`config.mk`:
```
export PLATFORM = sky130hd
export DESIGN_NAME = memory_ctrl
export DESIGN_NICKNAME = d
export VERILOG_FILES = /design/src/rtl/memory_ctrl.sv
export SDC_FILE = /design/constraint.sdc
export NUM_CORES = 1
export LEC_CHECK = 0
export CAP_MARGIN = 20
export CORE_MARGIN = 5
export CORE_UTILIZATION = 41
export CTS_CLUSTER_DIAMETER = 60
export DETAILED_ROUTE_END_ITERATION = 8
export PLACE_DENSITY_LB_ADDON = 0.1
export SLEW_MARGIN = 10
export SYNTH_ARGS = -nofsm -noshare
export SYNTH_HDL_FRONTEND = slang
export SYNTH_SLANG_ARGS = --single-unit
```
`constraint.sdc`:
```
create_clock -name clk -period 1.65 [get_ports clk]
set_input_delay 0.165 -clock clk [delete_from_list [all_inputs] [get_ports clk]]
set_output_delay 0.165 -clock clk [all_outputs]
set_load 0.01 [all_outputs]
```
`src/rtl/memory_ctrl.sv`:
```
// ---------------------------------------------------------------------------
// memory_ctrl
// Sequencer that turns a simple req/we/addr/wdata request into a timed access
// of an array of 8-bit rows. Each access runs IDLE -> SETUP -> ACCESS -> DONE:
// SETUP drives the operation and data with no row selected, ACCESS holds one
// row select for ACCESS_CYCLES cycles, and DONE pulses ack for one cycle.
// Addresses at or above ROWS skip ACCESS and complete with err.
//
// Parameters
//   ROWS           number of rows driven (2..16)
//   ACCESS_CYCLES  cycles a row select is held per access (1..15)
//
// Ports
//   clk       in   clock, all state changes on the rising edge
//   rst_n     in   synchronous active-low reset
//   req       in   access request, taken only while ready
//   we        in   1 = write, 0 = read (sampled with req)
//   addr      in   row index (sampled with req)
//   wdata     in   write data (sampled with req)
//   ready     out  controller idle
//   ack       out  one-cycle completion pulse
//   rdata     out  read result register
//   err       out  out-of-range flag, valid with ack
//   S         out  one-hot row select
//   op        out  array operation, 1 = write
//   row_din   out  data to the array
//   row_dout  in   data from the array
// ---------------------------------------------------------------------------
module memory_ctrl #(
    parameter int ROWS          = 16,
    parameter int ACCESS_CYCLES = 2
) (
    input  logic            clk,
    input  logic            rst_n,
    input  logic            req,
    input  logic            we,
    input  logic [3:0]      addr,
    input  logic [0:7]      wdata,
    output logic            ready,
    output logic            ack,
    output logic [0:7]      rdata,
    output logic            err,
    output logic [0:ROWS-1] S,
    output logic            op,
    output logic [0:7]      row_din,
    input  logic [0:7]      row_dout
);

    typedef enum logic [1:0] {
        IDLE,
        SETUP,
        ACCESS,
        DONE
    } state_t;

    localparam logic [3:0] CNT_LAST = 4'(ACCESS_CYCLES - 1);

    state_t     state;
    state_t     state_next;
    logic       we_q;
    logic [3:0] addr_q;
    logic [0:7] wdata_q;
    logic [3:0] cnt;
    logic       in_range;
    logic       cnt_last;

    // The address is widened by one bit so ROWS = 16 compares correctly.
    assign in_range = ({1'b0, addr_q} < 5'(ROWS));
    assign cnt_last = (cnt == CNT_LAST);

    // State register, request latches, access counter and read register.
    // The request fields are only captured in IDLE, so anything on the
    // inputs while busy cannot disturb an access in flight.
    always_ff @(posedge clk) begin
        if (!rst_n) begin
            state   <= IDLE;
            we_q    <= 1'b0;
            addr_q  <= 4'd0;
            wdata_q <= 8'h00;
            cnt     <= 4'd0;
            rdata   <= 8'h00;
        end else begin
            state <= state_next;
            case (state)
                IDLE: begin
                    if (req) begin
                        we_q    <= we;
                        addr_q  <= addr;
                        wdata_q <= wdata;
                    end
                end
                SETUP: begin
                    cnt <= 4'd0;
                end
                ACCESS: begin
                    cnt <= cnt + 4'd1;
                    // row_dout is only trusted on the final select cycle of a read.
                    if (cnt_last && !we_q) begin
                        rdata <= row_dout;
                    end
                end
                default: begin
                end
            endcase
        end
    end

    // Next-state and output decode. Everything defaults to the idle/inactive
    // value so S, op and row_din are zero in any state that does not drive them.
    always_comb begin
        state_next = state;
        ready      = 1'b0;
        ack        = 1'b0;
        err        = 1'b0;
        S          = '0;
        op         = 1'b0;
        row_din    = 8'h00;
        case (state)
            IDLE: begin
                ready = 1'b1;
                if (req) begin
                    state_next = SETUP;
                end
            end
            SETUP: begin
                op      = we_q;
                row_din = we_q ? wdata_q : 8'h00;
                state_next = in_range ? ACCESS : DONE;
            end
            ACCESS: begin
                op      = we_q;
                row_din = we_q ? wdata_q : 8'h00;
                for (int i = 0; i < ROWS; i++) begin
                    S[i] = (addr_q == 4'(i));
                end
                if (cnt_last) begin
                    state_next = DONE;
                end
            end
            DONE: begin
                ack        = 1'b1;
                err        = !in_range;
                state_next = IDLE;
            end
            default: begin
                state_next = IDLE;
            end
        endcase
    end

endmodule

```
# After elaboration in Yosys (flattened, before gate mapping)

Cells that the tools add are included.

Bits in registers: 27
Output and inout port bits: 36

Add/sub/neg operators: 1
Equality and inequality tests: 21
Multiplexer cells: 10
Reduce and logical (&&, ||, !) cells: 9

Operator list:

| operator            | number |
|---|---|
| $eq 4x4->1 const B  | 8 |
| $eq 4x3->1 const B  | 4 |
| $mux 16             | 1 |
| $mux 8              | 2 |
| $eq 4x1->1 const B  | 2 |
| $eq 4x2->1 const B  | 2 |
| $pmux 2 s4          | 1 |
| $pmux 4 s2          | 1 |
| $reduce_and 2->1    | 3 |
| $add 4x1->4 const B | 1 |
| $eq 2x2->1 const B  | 2 |
| $logic_not 4->1     | 1 |
| $mux 2              | 2 |
| $ne 2x2->1 const B  | 2 |
| $mux 1              | 3 |
| $eq 2x1->1 const B  | 1 |
| $logic_not 2->1     | 1 |
| $reduce_bool 2->1   | 1 |
| $reduce_or 2->1     | 1 |
| $logic_and 1x1->1   | 1 |
| $logic_not 1->1     | 1 |

# Logic depth before layout (Yosys ltp)

Gate-level depths: netlist of the first run.

Depth after elaboration: 3
Gate-level depth with buffers: 6
Depth with buffers taken out: 5

# Worst setup path after synthesis of the first run

OpenSTA, ideal clock, no wires.

Path kind: reg2out
Start: reg state[0]
End: out S[0] (netlist name)
Arrival: 1,420 ps
Required time: 1,485 ps
Setup slack: 65 ps
Stages on the path, launching flop included: 6
Cells stage by stage: dfxtp_1 inv_1 ha_1 buf_2 or3b_2 nor3_1

Word-level cells in the longest chain between the ends: 2

RTL lines:

| element                  | line | RTL |
|---|---|---|
| start: declaration       | 58   | `state_t state;` |
| start signal: assignment | 83   | `state <= state_next;` |
| $eq 2x2->1               | 118  | `case (state)` |
| $mux 16                  | 118  |  |
| end: declaration         | 43   | `output logic [0:ROWS-1] S,` |

No other way between the ends.

# Worst setup path after layout of the first run

Start: reg state[0]
End: out S[2] (netlist name)

The elaborated chain is that of the path after synthesis.

==> results.md, run 1 <==
* DP Area at 2020 µm²
* Post-route ant nets at 0
* Synth Net Count at 197
* FMAX at 0.591 GHz
* Finished Cell Area at 2140 µm²
* Pin count of the biggest net entering global routing at 37
* Post-synthesis register bit count at 27
* DRT iter0 DRCs at 55
* ANT cells at 0
* Clock Tree Root: clkbuf_4
* Die H at 67.4 µm
* Die width at 67.4 µm
* R2R setup slack at 30 ps
* Routed wire length at 3610 µm
* Crit path buffers/inverters at 2
* Flop pwr share at 0.362
* Area growth from synthesis to layout at 58.7%
* Final HPWL DP at 2630 µm
* Vias in the first global route at 1,390
* Fraction of final layout cells sized beyond drive strength 1 at 0.297
* Site Rows at 20
* Synth Area in XOR/XNOR at 0
* Fin Setup TNS at -353 ps
* RSZ-0062 raised after global routing: true
* CP Capture Type: output port
* Antenna violations before repair at 0
* R2R Path Start: state[0]$_SDFFE_PN0P_
* Die area at 4540 µm²
* H-tree depth at 1
* Worst Path Max Fanout at 4
* Effective utilization at floorplan at 0.435
* Crit. Startpoint: state[0]$_SDFFE_PN0P_
* DR vias at 1,329
* P_leak at 0.893 nW
* DRC at 0
* Port Buf Inserts at 58
* Delay-heaviest family, CP: simple AND/OR/NAND/NOR gates
* Adder-cell share of the synthesized area at 0.0464
* Worst Skew at 5.73 ps
* Startpoint types: flop
* Hold Crit Class: primary input to flop
* Pre-antenna DRT Iters at 4
* Mux contribution to synthesized area at 0.0742
* CP cell instances: inv_2, ha_4, or3b_4, nor2_1, buf_2
* Comb pwr share at 0.518
* Core Util, Final at 0.690
* Min Tclk post-route at 1690 ps
* Worst path depth at 5
* Vias per std cell at 4.75
* CP Data Required Time at 1480 ps
* Final Max Slew Viols at 0
* Clock transition at path regs at 130 ps
* Gr usage total at 0.168
* Slowest cell on crit path: or3b_4
* Arrival @ worst endpoint at 1530 ps
* Main combinational cell family by area after synthesis: simple AND/OR/NAND/NOR gates
* Max-cap violation count at 0
* Post-synthesis simple-gate area fraction at 0.319
* Core area at 3100 µm²
* Clock Path Buffers at 2
* Sw Share at 0.351
* GPL Wtd Cong at 0.735
* Yosys warning count at 0
* Pwr dens at 1080 nW/µm²
* Io pins at 60
* Count of cell types in the netlist at 30
* Clk sink count at 27
* Register area share after synthesis at 0.401
* Nets at 266
* Cell Area, Synth at 1350 µm²
* PnR worst setup slack at -42.4 ps
* Synth Instances at 168
* First-pass GRT wire length at 5940 µm
* Critical path class: flop to output port
* Clk network pwr share at 0.120
* Failing checks: negative setup slack
* Status: finished with violations
* Setup Viol. Count Final at 12
* Slowest cell delay on critical path at 400 ps
* Total gr overflow at 0
* R2R cell count at 8
* VDD IR max at 0.000606 V
* Final hold viol count at 0
* Minimum setup slack after placement at -266 ps
* P_int at 0.00150 W
* Syn avg cell area at 8.03 µm²
* Worst-skew pair later-pin latency at 320 ps
* Final period util at 1.03
* DR WL/cell at 12.9 µm
* Hold_ws at 386 ps
* CP Capture Point: S[2]
* Synth Area in Compound Gates at 0.106
* Reg2reg end: cnt[3]$_SDFFE_PN0P_
* CTS tree: yes
* Num CTS Buffers at 3
* Sw Pwr at 0.000811 W
* Fillcell total at 279
## how the worst min path moves through the flow
stage                                      from               endpoint  cells after the start  slack, ps
final                               row_dout[2]  rdata[2]$_SDFFE_PN0P_                      3        390
after global routing                row_dout[3]  rdata[3]$_SDFFE_PN0P_                      3        380
after CTS                           row_dout[2]  rdata[2]$_SDFFE_PN0P_                      3        380
after detailed placement  rdata[2]$_SDFFE_PN0P_  rdata[2]$_SDFFE_PN0P_                      2        450
after global placement    rdata[5]$_SDFFE_PN0P_  rdata[5]$_SDFFE_PN0P_                      2        440
after floorplan                     row_dout[0]  rdata[0]$_SDFFE_PN0P_                      2        310
## cells in the mapped netlist
master,count,area [µm²]
buf_2,1,5.00
o221a_1,1,11.3
a21oi_1,1,5.00
nor3b_2,1,12.5
inv_1,3,11.3
or3b_2,1,8.76
nand4_1,1,6.26
buf_6,1,11.3
nand2b_1,4,25.0
and3_1,8,50.1
clkbuf_1,9,33.8
a21boi_1,1,7.51
dfxtp_1,27,541
a21boi_0,14,105
nor3_1,4,20.0
o22ai_1,1,6.26
nor2_1,12,45.0
nor3b_1,1,7.51
ha_1,5,62.6
buf_4,1,7.51
o21a_1,1,7.51
nand2_1,47,176
nor2b_1,1,6.26
or3b_4,1,11.3
or3_1,1,6.26
nand3b_1,2,15.0
mux2i_1,10,100
and2_1,4,25.0
nand3_1,3,15.0
conb_1,1,3.75
## registers in the layout (all words and copies together) (netlist names)
register and cells:
rdata 8, wdata_q 8, addr_q 4, cnt 4, state 2, we_q 1
## layout make-up
| class | count | area [µm²] | area share |
|---|---|---|---|
| clock buffer | 4 | 26.3 | 0.0123 |
| inverter | 3 | 11.3 | 0.00526 |
| multi-input combinational | 126 | 838 | 0.392 |
| sequential | 27 | 547 | 0.255 |
| tap | 44 | 55.1 | 0.0257 |
| timing repair buffer | 76 | 663 | 0.310 |
## power by group through the flow
stage	clock network, W	registers [W]	logic (W)
3_3_place_gp	0	0.000810	0.000813
3_5_place_dp	0	0.000817	0.000836
6_report	0.000277	0.000837	0.00120
2_1_floorplan	0	0.000805	0.000474
5_1_grt	0.000308	0.000848	0.00131
4_1_cts	0.000287	0.000820	0.000905
## through the flow
step | power [W] | instances
after floorplan | 0.00128 | 168
after global placement | 0.00162 | 270
after detailed placement | 0.00165 | 270
after CTS | 0.00201 | 275
after global routing | 0.00246 | 280
final | 0.00231 | 280
## timing repair
| action | in CTS | in global routing |
|---|---|---|
| hold buffers | 0 | 0 |
| resized for setup | 107 | 33 |
| endpoints found under the setup margin | 30 | 31 |
| pin swaps | 14 | 8 |
| setup buffers | 1 | 5 |
## logic make-up after synthesis
group	after synthesis
muxes	10
and+or+nand+nor	91
DFF	27
buffers and inverters	15
other	1
adders and majority gates	5
AOI/OAI and AO/OA	19
## worst min-delay path, cell delays in order
cell	delay, ps
clkdlybuf4s50_1	390
nand2_1	50
mux2i_1	50
## cells in the final DEF (no fill, tap or decap), types with 2 or more instances in the layout
cell type / Yosys / layout
inv_2: 0 / 3
and3_4: 0 / 6
nand2_1: 47 / 46
and2_1: 4 / 3
a21boi_0: 14 / 14
dfxtp_1: 27 / 24
ha_4: 0 / 2
mux2i_1: 10 / 10
nor3_2: 0 / 4
buf_4: 1 / 12
nand3_1: 3 / 2
dfxtp_2: 0 / 2
ha_1: 5 / 3
nor2_1: 12 / 12
dlygate4sd2_1: 0 / 2
and3_1: 8 / 2
buf_2: 1 / 15
nand3b_1: 2 / 2
clkbuf_4: 0 / 3
clkdlybuf4s50_1: 0 / 31
clkbuf_2: 0 / 3
buf_6: 1 / 12
nand2b_1: 4 / 4
or3b_4: 1 / 2
## routing by layer
metal	up-vias	track usage	wire [µm]
li1	683	-	-
met1	593	0.183	1500
met2	47	0.308	1790
met3	6	0.0433	280
met4	0	0.0633	45
met5	-	0	0
No activity file was read; power rests on OpenSTA's default activity.
==> inputs of run 2 (changes only) <==
CORE_MARGIN = not set   (was 5)
==> run 2 against run 1 <==
The flow still finishes with violations (negative setup slack). Wire length up 0.55%. Design area shrank 3.1%. Clock-buffer cell count fell by 1. Sequential power barely moved. Clock power up 7.9%. Die area down 22%. Combinational power down 17%. Core utilization decreased by 1.6 points.
==> results.md, run 2 (synthesized netlist as in run 1, its figures left out) <==
* Comb pwr share at 0.466 (-0.052)
* FMAX at 0.581 GHz (-1.7%)
* Nets at 265 (-0.38%)
* Min Tclk post-route at 1720 ps (+29.3 ps)
* P_int at 0.00134 W (-11%)
* Worst Min Path Start: addr[0]
* CTS tree: yes
* Final period util at 1.04 (+0.0178)
* Arrival @ worst endpoint at 1560 ps (+30 ps)
* Num CTS Buffers at 3 (unchanged)
* Finished Cell Area at 2070 µm² (-3.1%)
* Final hold viol count at 0 (unchanged)
* Failing checks: negative setup slack
* Post-route ant nets at 0 (unchanged)
* Setup Viol. Count Final at 8 (-4)
* DR WL/cell at 13.0 µm (+0.91%)
* DRT iter0 DRCs at 46 (-16%)
* CP cell instances: inv_2, ha_4, or3b_4, nor2_1, buf_2
* Antenna violations before repair at 0 (unchanged)
* Max-cap violation count at 0 (unchanged)
* H-tree depth at 1 (unchanged)
* Slowest cell on crit path: or3b_4
* Io pins at 60 (unchanged)
* Final HPWL DP at 2610 µm (-0.76%)
* Vias per std cell at 4.96 (+4.4%)
* Cell count after placement at 271 (+0.37%)
* Status: finished with violations
* Port Buf Inserts at 58 (unchanged)
* Clock Path Buffers at 2 (unchanged)
* CP Capture Type: output port
* Crit path buffers/inverters at 2 (unchanged)
* Clock Tree Root: clkbuf_4
* Clk sink count at 27 (unchanged)
* Largest regs: rdata x8, wdata_q x8
* Delay-heaviest family, CP: simple AND/OR/NAND/NOR gates
* Crit. Startpoint: state[0]$_SDFFE_PN0P_
* Sw Share at 0.370 (+0.0188)
* Die area at 3520 µm² (-22%)
* Worst Skew at 16.2 ps (+10.5 ps)
* Clock transition at path regs at 160 ps (+30 ps)
* Effective utilization at floorplan at 0.438 (+0.00353)
* Hold Crit Class: primary input to flop
* Worst Path Max Fanout at 4 (unchanged)
* PnR worst setup slack at -71.7 ps (-29.3 ps)
* First-pass GRT wire length at 5610 µm (-5.6%)
* Pre-antenna DRT Iters at 5 (+1)
* Fraction of final layout cells sized beyond drive strength 1 at 0.285 (-0.0115)
* Pin count of the biggest net entering global routing at 22 (-41%)
* Critical path class: flop to output port
* GPL Wtd Cong at 0.763 (+3.8%)
* Gr usage total at 0.210 (+0.0423)
* Sw Pwr at 0.000787 W (-3.0%)
* RSZ-0062 raised after global routing: true
* Flop pwr share at 0.394 (+0.032)
* DRC at 0 (unchanged)
* Core area at 3080 µm² (-0.81%)
* Worst-skew pair later-pin latency at 340 ps (+20 ps)
* Final Max Slew Viols at 0 (unchanged)
* Startpoint types: flop
* Site Rows at 20 (unchanged)
* CP Data Required Time at 1480 ps (about the same)
* Die H at 59.4 µm (-12%)
* Hold_ws at 352 ps (-33.3 ps)
* Pwr dens at 1030 nW/µm² (-5.0%)
* Minimum setup slack after placement at -252 ps (+14.7 ps)
* Routed wire length at 3630 µm (+0.55%)
* ANT cells at 0 (unchanged)
* Commonest non-fill, non-tap cell in the layout: nand2_1
* P_leak at 0.896 nW (+0.35%)
* Vias in the first global route at 1,325 (-4.7%)
* Commonest non-fill, non-tap cells in the layout: nand2_1, clkdlybuf4s50_1, buf_2, dfxtp_1, a21boi_0
* Slowest cell delay on critical path at 400 ps (about the same)
* Fin cells at 279 (-0.36%)
* VDD IR max at 0.000521 V (-14%)
* Total gr overflow at 0 (unchanged)
* Die width at 59.4 µm (-12%)
* DR vias at 1,383 (+4.1%)
* R2R Path Start: state[1]$_SDFFE_PN0P_
* Area growth from synthesis to layout at 53.8%
* DP Area at 2020 µm² (+0.37%)
* Clk network pwr share at 0.141 (+0.021)
* Core Util, Final at 0.674 (-0.0159)
==> run 2: metrics by stage <==
step	setup TNS [ps]	power, W
finish	-282	0.00213
global route	-1300	0.00226
CTS	-238	0.00206
detailed placement	-2860	0.00166
global placement	-2100	0.00162
floorplan	0	0.00128
==> run 2: per-layer routing <==
metal,vias to the layer above,track usage,wire length (µm)
met2,54,0.377,1880
met5,-,0,0
met1,630,0.235,1450
met3,17,0.0349,194
li1,682,-,-
met4,0,0.109,102
==> run 2: worst min-delay path, cell delays in order <==
cell             delay (ps)
clkdlybuf4s50_1         400
nand2_1                  50
a21boi_0                 60
==> run 2: worst paths after layout <==
path,to,slack [ps],cells after the start
worst max-delay path,S[1],-70,5
worst min-delay path,addr_q[0]$_SDFFE_PN0P_,350,3
worst max register to register,cnt[3]$_SDFFE_PN0P_,40,7
worst min register to register,rdata[0]$_SDFFE_PN0P_,470,2
==> run 2: repair_timing <==
action                     in CTS  in global routing
gates resized for setup       116                 16
pin swaps                      10                  7
setup endpoints to repair      30                 31
hold buffers                    0                  0
buffers inserted                2                  2
==> run 2: power groups by stage <==
stage | clock network [W] | registers (W) | logic [W]
after global placement | 0 | 0.000811 | 0.000813
after global routing | 0.000332 | 0.000849 | 0.00108
after detailed placement | 0 | 0.000819 | 0.000842
final | 0.000299 | 0.000837 | 0.000991
after floorplan | 0 | 0.000805 | 0.000474
after CTS | 0.000311 | 0.000825 | 0.000922
==> run 2: cell type report <==
class	instances	area [µm²]
Fill cell	284	1000
Multi-Input combinational cell	126	826
Timing Repair Buffer	75	606
Sequential cell	27	549
Tap cell	44	55.1
Clock buffer	3	22.5
Inverter	3	11.3
Clock inverter	1	5.00
